### config.mk
export PLATFORM = sky130hd
export DESIGN_NAME = core_inst_seq
export DESIGN_NICKNAME = d
export VERILOG_FILES = /design/src/rtl/core_ctrl_pkg.sv /design/src/rtl/core_inst_pack.sv /design/src/rtl/core_inst_seq.sv
export SDC_FILE = /design/constraint.sdc
export NUM_CORES = 1
export LEC_CHECK = 0
export CAP_MARGIN = 20
export CORE_AREA = 2 2 143 103
export CTS_BUF_LIST = sky130_fd_sc_hd__clkbuf_4
export DETAILED_ROUTE_END_ITERATION = 12
export DIE_AREA = 0 0 145 105
export PLACE_DENSITY = 0.95
export SLEW_MARGIN = 15
export SYNTH_ARGS = -nofsm -noshare
export SYNTH_HDL_FRONTEND = slang
export SYNTH_SLANG_ARGS = --single-unit
export TNS_END_PERCENT = 30
### constraint.sdc
create_clock -name clk -period 15.8 [get_ports clk]
set_input_delay 3.95 -clock clk [delete_from_list [all_inputs] [get_ports clk]]
set_output_delay 3.95 -clock clk [all_outputs]
set_load 0.02 [all_outputs]
### src/rtl/core_ctrl_pkg.sv
// rtl/core_ctrl_pkg.sv - instruction word layout and sequencer state encoding
package core_ctrl_pkg;

    localparam int INST_W  = 64;
    localparam int ADDR_FW = 11;

    localparam int B_OS         = 36;
    localparam int B_REN_PMEM   = 35;
    localparam int B_PASSTHRU   = 34;
    localparam int B_ACC        = 33;
    localparam int B_CEN_PMEM   = 32;
    localparam int B_WEN_PMEM   = 31;
    localparam int B_A_PMEM     = 20;
    localparam int B_CEN_XMEM   = 19;
    localparam int B_WEN_XMEM   = 18;
    localparam int B_A_XMEM     = 7;
    localparam int B_OFIFO_RD   = 6;
    localparam int B_IFIFO_WR   = 5;
    localparam int B_IFIFO_RD   = 4;
    localparam int B_L0_RD      = 3;
    localparam int B_L0_WR      = 2;
    localparam int B_EXECUTE    = 1;
    localparam int B_LOAD       = 0;

    localparam logic [INST_W-1:0] IDLE_INST =
        (64'd1 << B_CEN_XMEM) | (64'd1 << B_WEN_XMEM) |
        (64'd1 << B_CEN_PMEM) | (64'd1 << B_WEN_PMEM);

    typedef enum logic [3:0] {
        IDLE, W_L0, W_ARR, GAP, A_L0, EXEC, DRAIN, RDOUT_RD, RDOUT_WR
    } state_t;

    typedef struct packed {
        logic               ren_pmem;
        logic               passthrough;
        logic               acc;
        logic               cen_pmem;
        logic               wen_pmem;
        logic [ADDR_FW-1:0] a_pmem;
        logic               cen_xmem;
        logic               wen_xmem;
        logic [ADDR_FW-1:0] a_xmem;
        logic               ofifo_rd;
        logic               ififo_wr;
        logic               ififo_rd;
        logic               l0_rd;
        logic               l0_wr;
        logic               execute;
        logic               load;
    } inst_fields_t;

    function automatic inst_fields_t idle_fields();
        inst_fields_t f;
        f          = '0;
        f.cen_xmem = 1'b1;
        f.wen_xmem = 1'b1;
        f.cen_pmem = 1'b1;
        f.wen_pmem = 1'b1;
        return f;
    endfunction

endpackage

### src/rtl/core_inst_pack.sv
// rtl/core_inst_pack.sv - maps named control fields onto the 64-bit instruction word
module core_inst_pack
    import core_ctrl_pkg::*;
(
    input  inst_fields_t      f,
    output logic [INST_W-1:0] inst
);

    always_comb begin
        inst                          = '0;
        inst[B_OS]                    = 1'b0;
        inst[B_REN_PMEM]              = f.ren_pmem;
        inst[B_PASSTHRU]              = f.passthrough;
        inst[B_ACC]                   = f.acc;
        inst[B_CEN_PMEM]              = f.cen_pmem;
        inst[B_WEN_PMEM]              = f.wen_pmem;
        inst[B_A_PMEM +: ADDR_FW]     = f.a_pmem;
        inst[B_CEN_XMEM]              = f.cen_xmem;
        inst[B_WEN_XMEM]              = f.wen_xmem;
        inst[B_A_XMEM +: ADDR_FW]     = f.a_xmem;
        inst[B_OFIFO_RD]              = f.ofifo_rd;
        inst[B_IFIFO_WR]              = f.ififo_wr;
        inst[B_IFIFO_RD]              = f.ififo_rd;
        inst[B_L0_RD]                 = f.l0_rd;
        inst[B_L0_WR]                 = f.l0_wr;
        inst[B_EXECUTE]               = f.execute;
        inst[B_LOAD]                  = f.load;
    end

endmodule

### src/rtl/core_inst_seq.sv
// rtl/core_inst_seq.sv - per-layer instruction sequencer driving the core instruction bus
module core_inst_seq
    import core_ctrl_pkg::*;
#(
    parameter int row    = 8,
    parameter int col    = 8,
    parameter int addr_w = 11,
    parameter int nij_w  = 11,
    parameter int kij_w  = 4
)(
    input  logic              clk,
    input  logic              reset,
    input  logic              start,
    input  logic [addr_w-1:0] cfg_w_base,
    input  logic [addr_w-1:0] cfg_a_base,
    input  logic [addr_w-1:0] cfg_p_base,
    input  logic [nij_w-1:0]  cfg_nij,
    input  logic [kij_w-1:0]  cfg_nkij,
    input  logic              ofifo_valid,
    output logic [63:0]       inst,
    output logic              busy,
    output logic              done
);

    localparam int CNT_W = nij_w + 1;
    localparam logic [CNT_W-1:0]  CNT_ONE      = CNT_W'(1);
    localparam logic [CNT_W-1:0]  CNT_ROW      = CNT_W'(row);
    localparam logic [CNT_W-1:0]  CNT_COL_LAST = CNT_W'(col - 1);
    localparam logic [nij_w-1:0]  NIJ_ONE      = nij_w'(1);
    localparam logic [kij_w-1:0]  KIJ_ONE      = kij_w'(1);
    localparam logic [addr_w-1:0] ROW_STRIDE   = addr_w'(row);

    state_t              state, state_n;
    logic [CNT_W-1:0]    cnt, cnt_n;
    logic [nij_w-1:0]    o_idx, o_idx_n;
    logic [kij_w-1:0]    kij, kij_n;
    logic [addr_w-1:0]   waddr, waddr_n;
    logic                stall, stall_n;
    logic [addr_w-1:0]   a_base, p_base;
    logic [nij_w-1:0]    nij;
    logic [kij_w-1:0]    nkij;
    logic                cfg_load;
    logic                done_n;
    logic [CNT_W-1:0]    cnt_nij;
    inst_fields_t        f;
    logic [INST_W-1:0]   inst_n;

    assign cnt_nij = {1'b0, nij};

    always_comb begin
        state_n  = state;
        cnt_n    = cnt;
        o_idx_n  = o_idx;
        kij_n    = kij;
        waddr_n  = waddr;
        stall_n  = stall;
        cfg_load = 1'b0;
        case (state)
            IDLE: if (start && cfg_nij != '0 && cfg_nkij != '0) begin
                cfg_load = 1'b1;
                state_n  = W_L0;
                cnt_n    = '0;
                kij_n    = '0;
                o_idx_n  = '0;
                stall_n  = 1'b0;
                waddr_n  = cfg_w_base;
            end
            W_L0: if (cnt == CNT_ROW) begin
                state_n = W_ARR;
                cnt_n   = '0;
            end else cnt_n = cnt + CNT_ONE;
            W_ARR: if (cnt == CNT_COL_LAST) begin
                state_n = GAP;
                cnt_n   = '0;
            end else cnt_n = cnt + CNT_ONE;
            GAP: state_n = A_L0;
            A_L0: if (cnt == cnt_nij) begin
                state_n = EXEC;
                cnt_n   = '0;
            end else cnt_n = cnt + CNT_ONE;
            EXEC: if (cnt == cnt_nij - CNT_ONE) begin
                state_n = DRAIN;
                cnt_n   = '0;
            end else cnt_n = cnt + CNT_ONE;
            DRAIN: if (ofifo_valid) begin
                o_idx_n = '0;
                stall_n = 1'b0;
                state_n = (kij == '0) ? RDOUT_WR : RDOUT_RD;
            end
            RDOUT_RD: begin
                state_n = RDOUT_WR;
                stall_n = !ofifo_valid;
            end
            // stall means the write for o_idx is still owed to the OFIFO
            RDOUT_WR: if (stall) begin
                stall_n = !ofifo_valid;
            end else if (o_idx == nij - NIJ_ONE) begin
                if (kij + KIJ_ONE == nkij) begin
                    state_n = IDLE;
                end else begin
                    kij_n   = kij + KIJ_ONE;
                    waddr_n = waddr + ROW_STRIDE;
                    cnt_n   = '0;
                    state_n = W_L0;
                end
            end else begin
                o_idx_n = o_idx + NIJ_ONE;
                if (kij == '0) stall_n = !ofifo_valid;
                else           state_n = RDOUT_RD;
            end
            default: state_n = IDLE;
        endcase
    end

    // the word is built from the next state so it lands on the same edge
    always_comb begin
        f = idle_fields();
        case (state_n)
            W_L0: begin
                if (cnt_n < CNT_ROW) begin
                    f.cen_xmem = 1'b0;
                    f.a_xmem   = ADDR_FW'(waddr_n + addr_w'(cnt_n));
                end
                f.l0_wr = (cnt_n != '0);
            end
            W_ARR: begin
                f.l0_rd = 1'b1;
                f.load  = 1'b1;
            end
            A_L0: begin
                if (cnt_n < cnt_nij) begin
                    f.cen_xmem = 1'b0;
                    f.a_xmem   = ADDR_FW'(a_base + addr_w'(cnt_n));
                end
                f.l0_wr = (cnt_n != '0);
            end
            EXEC: begin
                f.l0_rd   = 1'b1;
                f.execute = 1'b1;
            end
            RDOUT_RD: begin
                f.cen_pmem = 1'b0;
                f.ren_pmem = 1'b1;
                f.a_pmem   = ADDR_FW'(p_base + addr_w'(o_idx_n));
            end
            RDOUT_WR: if (!stall_n) begin
                f.cen_pmem    = 1'b0;
                f.wen_pmem    = 1'b0;
                f.ofifo_rd    = 1'b1;
                f.passthrough = (kij_n == '0);
                f.acc         = (kij_n != '0);
                f.a_pmem      = ADDR_FW'(p_base + addr_w'(o_idx_n));
            end
            default: f = idle_fields();
        endcase
    end

    assign done_n = (state_n == RDOUT_WR) && !stall_n &&
                    (o_idx_n == nij - NIJ_ONE) && (kij_n + KIJ_ONE == nkij);

    core_inst_pack u_pack (
        .f    (f),
        .inst (inst_n)
    );

    always_ff @(posedge clk or negedge reset) begin
        if (!reset) begin
            state  <= IDLE;
            cnt    <= '0;
            o_idx  <= '0;
            kij    <= '0;
            waddr  <= '0;
            stall  <= 1'b0;
            a_base <= '0;
            p_base <= '0;
            nij    <= '0;
            nkij   <= '0;
            inst   <= IDLE_INST;
            done   <= 1'b0;
        end else begin
            state  <= state_n;
            cnt    <= cnt_n;
            o_idx  <= o_idx_n;
            kij    <= kij_n;
            waddr  <= waddr_n;
            stall  <= stall_n;
            inst   <= inst_n;
            done   <= done_n;
            if (cfg_load) begin
                a_base <= cfg_a_base;
                p_base <= cfg_p_base;
                nij    <= cfg_nij;
                nkij   <= cfg_nkij;
            end
        end
    end

    assign busy = (state != IDLE);

endmodule
* Word-level counts from Yosys, hierarchy flattened
Cells that the tools add are included.
** Word-level totals
- Flip-flop bits (word level) :: 114
- Output and inout bits :: 66
- Logic and storage cells :: 125
** Operators by class
- Add/sub/neg operators :: 10
- Magnitude comparators :: 2
- Eq/ne operators :: 22
- Multiplexer cells :: 62
- Reduce and logical (&&, ||, !) cells :: 17
** Operators by type and width (number)
- $mux W11 :: 10
- $mux W12 :: 8
- $pmux W12 S6 :: 1
- $pmux W11 S2 :: 3
- $mux W4 :: 14
- $pmux W4 S9 :: 1
- $add A11 B11 Y11 :: 3
- $pmux W11 S3 :: 1
- $eq A4 B3 Y1 const B :: 7
- $eq A11 B11 Y1 :: 2
- $mux W1 :: 18
- $mux W15 :: 1
- $add A12 B1 Y12 const B :: 1
- $eq A12 B11 Y1 :: 1
- $eq A12 B12 Y1 :: 1
- $eq A12 B3 Y1 const B :: 1
- $eq A12 B4 Y1 const B :: 1
- $eq A4 B2 Y1 const B :: 3
- $logic_not A4 Y1 :: 3
- $lt A12 B11 Y1 :: 1
- $lt A12 B4 Y1 const B :: 1
- $reduce_bool A12 Y1 :: 1
- $reduce_bool A4 Y1 :: 3
- $sub A11 B1 Y12 const B :: 1
- other kinds (15) :: 26

* Depth between registers and ports, before layout
- Depth after elaboration :: 10
- Mapped depth :: 26

* Cells and area by module
From an unflattened synthesis, not the netlist that was laid out.
** Second synthesis, totals
- Cell total of the unflattened synthesis :: 1048
- Area, all modules :: 9480.3 sq um
** Modules (own cells, without submodules)
- core_inst_seq :: times used 1, cells an instance 983, area each 8996.1 sq um, seq. area each 3633.5 sq um
- core_inst_pack :: times used 1, cells an instance 65, area each 484.2 sq um, seq. area each 0.0 sq um

* Worst setup path after synthesis
Ideal clock, no wire load.
- Path kind :: input to register
- Start point :: input port cfg_nkij[1]
- End point :: register inst[17]
- Library setup time :: 0.121 ns
- Arrival :: 7.154 ns
- Required time :: 15.679 ns
- Setup slack :: 8.525 ns
- Stages :: 20
- Buffers on the path :: 2
- Cell sequence :: o41a_1 > nand2_1 > nor2_1 > clkbuf_1 > buf_1 > nand2_1 > nand2_1 > ha_1 > inv_1 > fa_1 > nor2b_1 > o21ai_0 > a21boi_0 > o21ai_0 > nand2b_1 > a21o_1 > a21oi_1 > o21ai_0 > xor2_1 > a22o_1
** RTL lines
- start, declared :: line core_inst_seq.sv:18 : input logic [kij_w-1:0] cfg_nkij,
- end signal, assigned :: line core_inst_seq.sv:187 : inst <= inst_n;
- end, declared :: line core_inst_seq.sv:20 : output logic [63:0] inst,

==> impl_metrics.toml <==
[critical_path]
cpPeakStageDelay_ps = 430
cpMostUsedCell = "o21ai_0"
rr_worst_depth = 22
crit_family = "compound AO/OA/AOI/OAI gates"
worstPathCellList = "clkdlybuf4s50_1, nor4_1, nand3_1, nand2_1, a21oi_1, o21ai_2, o21ai_0, o21ai_0, ha_1, nor2b_1, o21ai_0, a21boi_0, o21ai_0, nand2b_1, a21o_1, a21oi_1, o21ai_0, xor2_1, a22o_1"
cp.depth = 19
startpoint_type = "input port"
critPathBufInv = 1
slowest_stage = "clkdlybuf4s50_1"
crit_fanout = 14
cp.required_ps = 16280
path_class = "in -> reg"
crit_arrival_ps = 8600
cp-end-kind = "flip-flop"

[placement]
io_buffer_count = 86
dpl_worst_slack_ps = 7342
dp_hpwl_um = 17890
gp_congestion = 0.9706

[power_and_ir_drop]
cellLeakagePower_uw = 0.004436
p_int_uw = 867.8
p_sw_uw = 776.1
power_density_nw_per_um2 = 172.1
p_sw_share_pct = 47.21
power_frac_seq_pct = 29.4
pwr-share-clk_pct = 16.3
peakVddDrop_v = 0.00009378
combPwrFrac_pct = 54.3

[detailed_routing]
via_per_inst = 6.256
vias = 7820
drc = 0
ant_nets = 0
firstDrtPassIters = 9
routed_wl_um = 24210
wl_per_cell_um = 19.37
drtIter0Drc = 1127

[logic_synthesis]
netlist_top_cells_area = "dfrtp_1 (33%), nand2_1 (7.5%), ha_1 (7.4%)"
synth.distinct_cells = 85
synth_edf_count = 0
netlist_area_um2 = 8403
ys_seq_elements = 114
avgSynthCellArea_um2 = 8.522
synthesis.instances = 986
synth_ff_type = "dfrtp_1"
yosys.area.top_type_share_pct = 33.06
async_flop_share_pct = 100.0
ys_warn_count = 0
ys_seq_area_share_pct = 33.99
synth_largest_area_cell = "dfrtp_1"

[floorplanning]
dieArea_um2 = 15230
num_io_pins = 118
die_h_um = 105
core_um2 = 13740
rows = 36
die_x_um = 145
start_util_pct = 61.17

[sta]
hold_viol = 0
worst_slew_pin_slew_ps = 1086
setup_tns_ps = 0
final-setup-viol-count = 0
rsz0062_at_grt = "no"
slew_viol_final = 0
fin_skew_ps = 15.98
setup_ws_ps = 7679
relSlewSlack_pct = 27.00
timing.final.crit_share_pct = 51.40
max_freq_mhz = 123.1
post-route-min-period_ps = 8121

[final_layout]
drive_above_1_share_pct = 6.604
finalNetCount = 1152
final_util_pct = 69.54
syn2layout_area_growth_pct = 13.70
diodes = 0

[cts]
post-cts-setup-buffers = 0
numCtsBuffers = 17
htreeDepth = 4
clk_pin_slew_worst_paths_ps = 110
cts.sink_count = 114
cts_hold_buf = 0
cts_tree = "yes"
clk_latency_ps = 580
cts-resized-gates = 0
root_buffer = "clkbuf_4"
clk_path_buf_depth = 2

[grt]
grt_pass1_wl_um = 38920
grtUsageMet1_pct = 48.31
grt_max_degree = 68
use_met2_pct = 45.48
grt_usage_pct = 32.40
grt_busiest_layer = "met1"
antenna_found_initial = 0
use_met3_pct = 8.865
grt_remaining_overflow = 0
grt_pass1_vias = 7321

[outcome]
status = "complete, no violations"

[min_path]
hold_depth = 2
min_path_type = "reg -> reg"

[flow_run]
drv_cap = 0
[metrics by stage]
stage / instances / total power (uW) / hold slack (ps) / area [um2]
2_1_floorplan: 1015 / 1095 / 444.2 / 8512
3_3_place_gp: 1218 / 1309 / 465.6 / 9216
3_5_place_dp: 1218 / 1336 / 472.9 / 9216
4_1_cts: 1250 / 1607 / 498.7 / 9554
5_1_grt: 1250 / 1737 / 517.9 / 9554
6_report: 1250 / 1644 / 497.0 / 9554
[cells in the mapped netlist, types with 9 or more instances]
cell and instances:
nand2_1 167, dfrtp_1 111, nor2_1 58, o21ai_0 56, ha_1 50, inv_1 47, xnor2_1 46, clkbuf_1 41
a21oi_1 34, buf_4 31, nand3_1 31, xor2_1 29, a21o_1 18, nor3_1 16, nor4_1 15, nand2b_1 13
nand4_1 13, a22oi_1 10, a31oi_1 9, and2_1 9, and3_1 9, or3_1 9
[layer usage]
metal	wire length, um	up-vias
li1	-	3533
met1	10580	3688
met2	9908	534
met3	3218	65
met4	508	0
met5	0	-
[cell usage in the layout, fill, tap and decap left out, types with 6 or more instances in the layout]
cell / instances
ha_1: 50
nand2_1: 167
clkbuf_4: 20
o21ai_0: 56
and2_1: 9
mux2i_1: 6
a22o_1: 8
and3_1: 9
clkdlybuf4s50_1: 85
o21bai_1: 7
inv_1: 47
nor2b_1: 8
xor2_1: 29
nand4_1: 13
a21oi_1: 34
buf_4: 10
or3_1: 9
nand2b_1: 13
conb_1: 31
nor2_1: 57
nor3_1: 16
a21o_1: 18
a22oi_1: 10
or2_2: 6
xnor2_1: 46
o22ai_1: 8
nor4_1: 15
nand3_1: 31
a31oi_1: 9
dfrtp_1: 111
[state kept, by name, summed over array words and instances (netlist names), 11 cells and up]
name,cells
a_base,11
nij,11
inst,33
p_base,11
waddr,11
o_idx,11
cnt,12
[kinds of logic after synthesis]
kind of cell	after synthesis	share of synthesized area, %
fa+ha+maj	53	8.160
mux	9	1.251
flops	114	33.99
buf+inv	131	7.743
xor+xnor	80	9.157
other cells	2	0.08937
compound gates	214	17.35
simple gates	383	22.26
[power by group through the flow]
stage / Combinational (uW) / Clock, uW / Sequential (uW)
finish: 893 / 268 / 483
global route: 965 / 280 / 492
CTS: 864 / 266 / 478
detailed placement: 854 / 0 / 482
global placement: 829 / 0 / 480
floorplan: 648 / 0 / 447
[worst paths after layout]
path / start / end / slack, ps
worst max register to register: nij[0] / inst[17] / 8970
worst min-delay path: p_base[2] / p_base[2] / 500
min in group asynchronous: reset / inst[21] / 3350
worst max-delay path: cfg_nij[1] / inst[17] / 7680
max in group asynchronous: reset / cnt[6] / 11160
worst min register to register: p_base[2] / p_base[2] / 500
[cell type report]
cell class | instances | area [um2]
clock buffer | 20 | 150.1
clock inverter | 12 | 187.7
fill | 1029 | 4184
inverter | 49 | 183.9
multi-input combinational | 770 | 5012
sequential | 114 | 2856
tap | 190 | 237.7
timing repair buffer | 95 | 925.9
[worst register-to-register path, stage by stage, from the launching register on]
cell and delay [ps]:
dfrtp_1 550, inv_1 300, ha_1 340, or3b_2 540, nor3_2 400, xnor3_1 280, a2111o_1 440, o21ai_2 320
and2_1 480, nor2_1 70, o21ai_0 140, o21ai_0 360, ha_1 480, nor2b_1 140, o21ai_0 310, a21boi_0 280
o21ai_0 210, nand2b_1 110, a21o_1 190, a21oi_1 230, o21ai_0 150, xor2_1 170, a22o_1 230
Note: power is estimated with default switching activity, not from simulation.
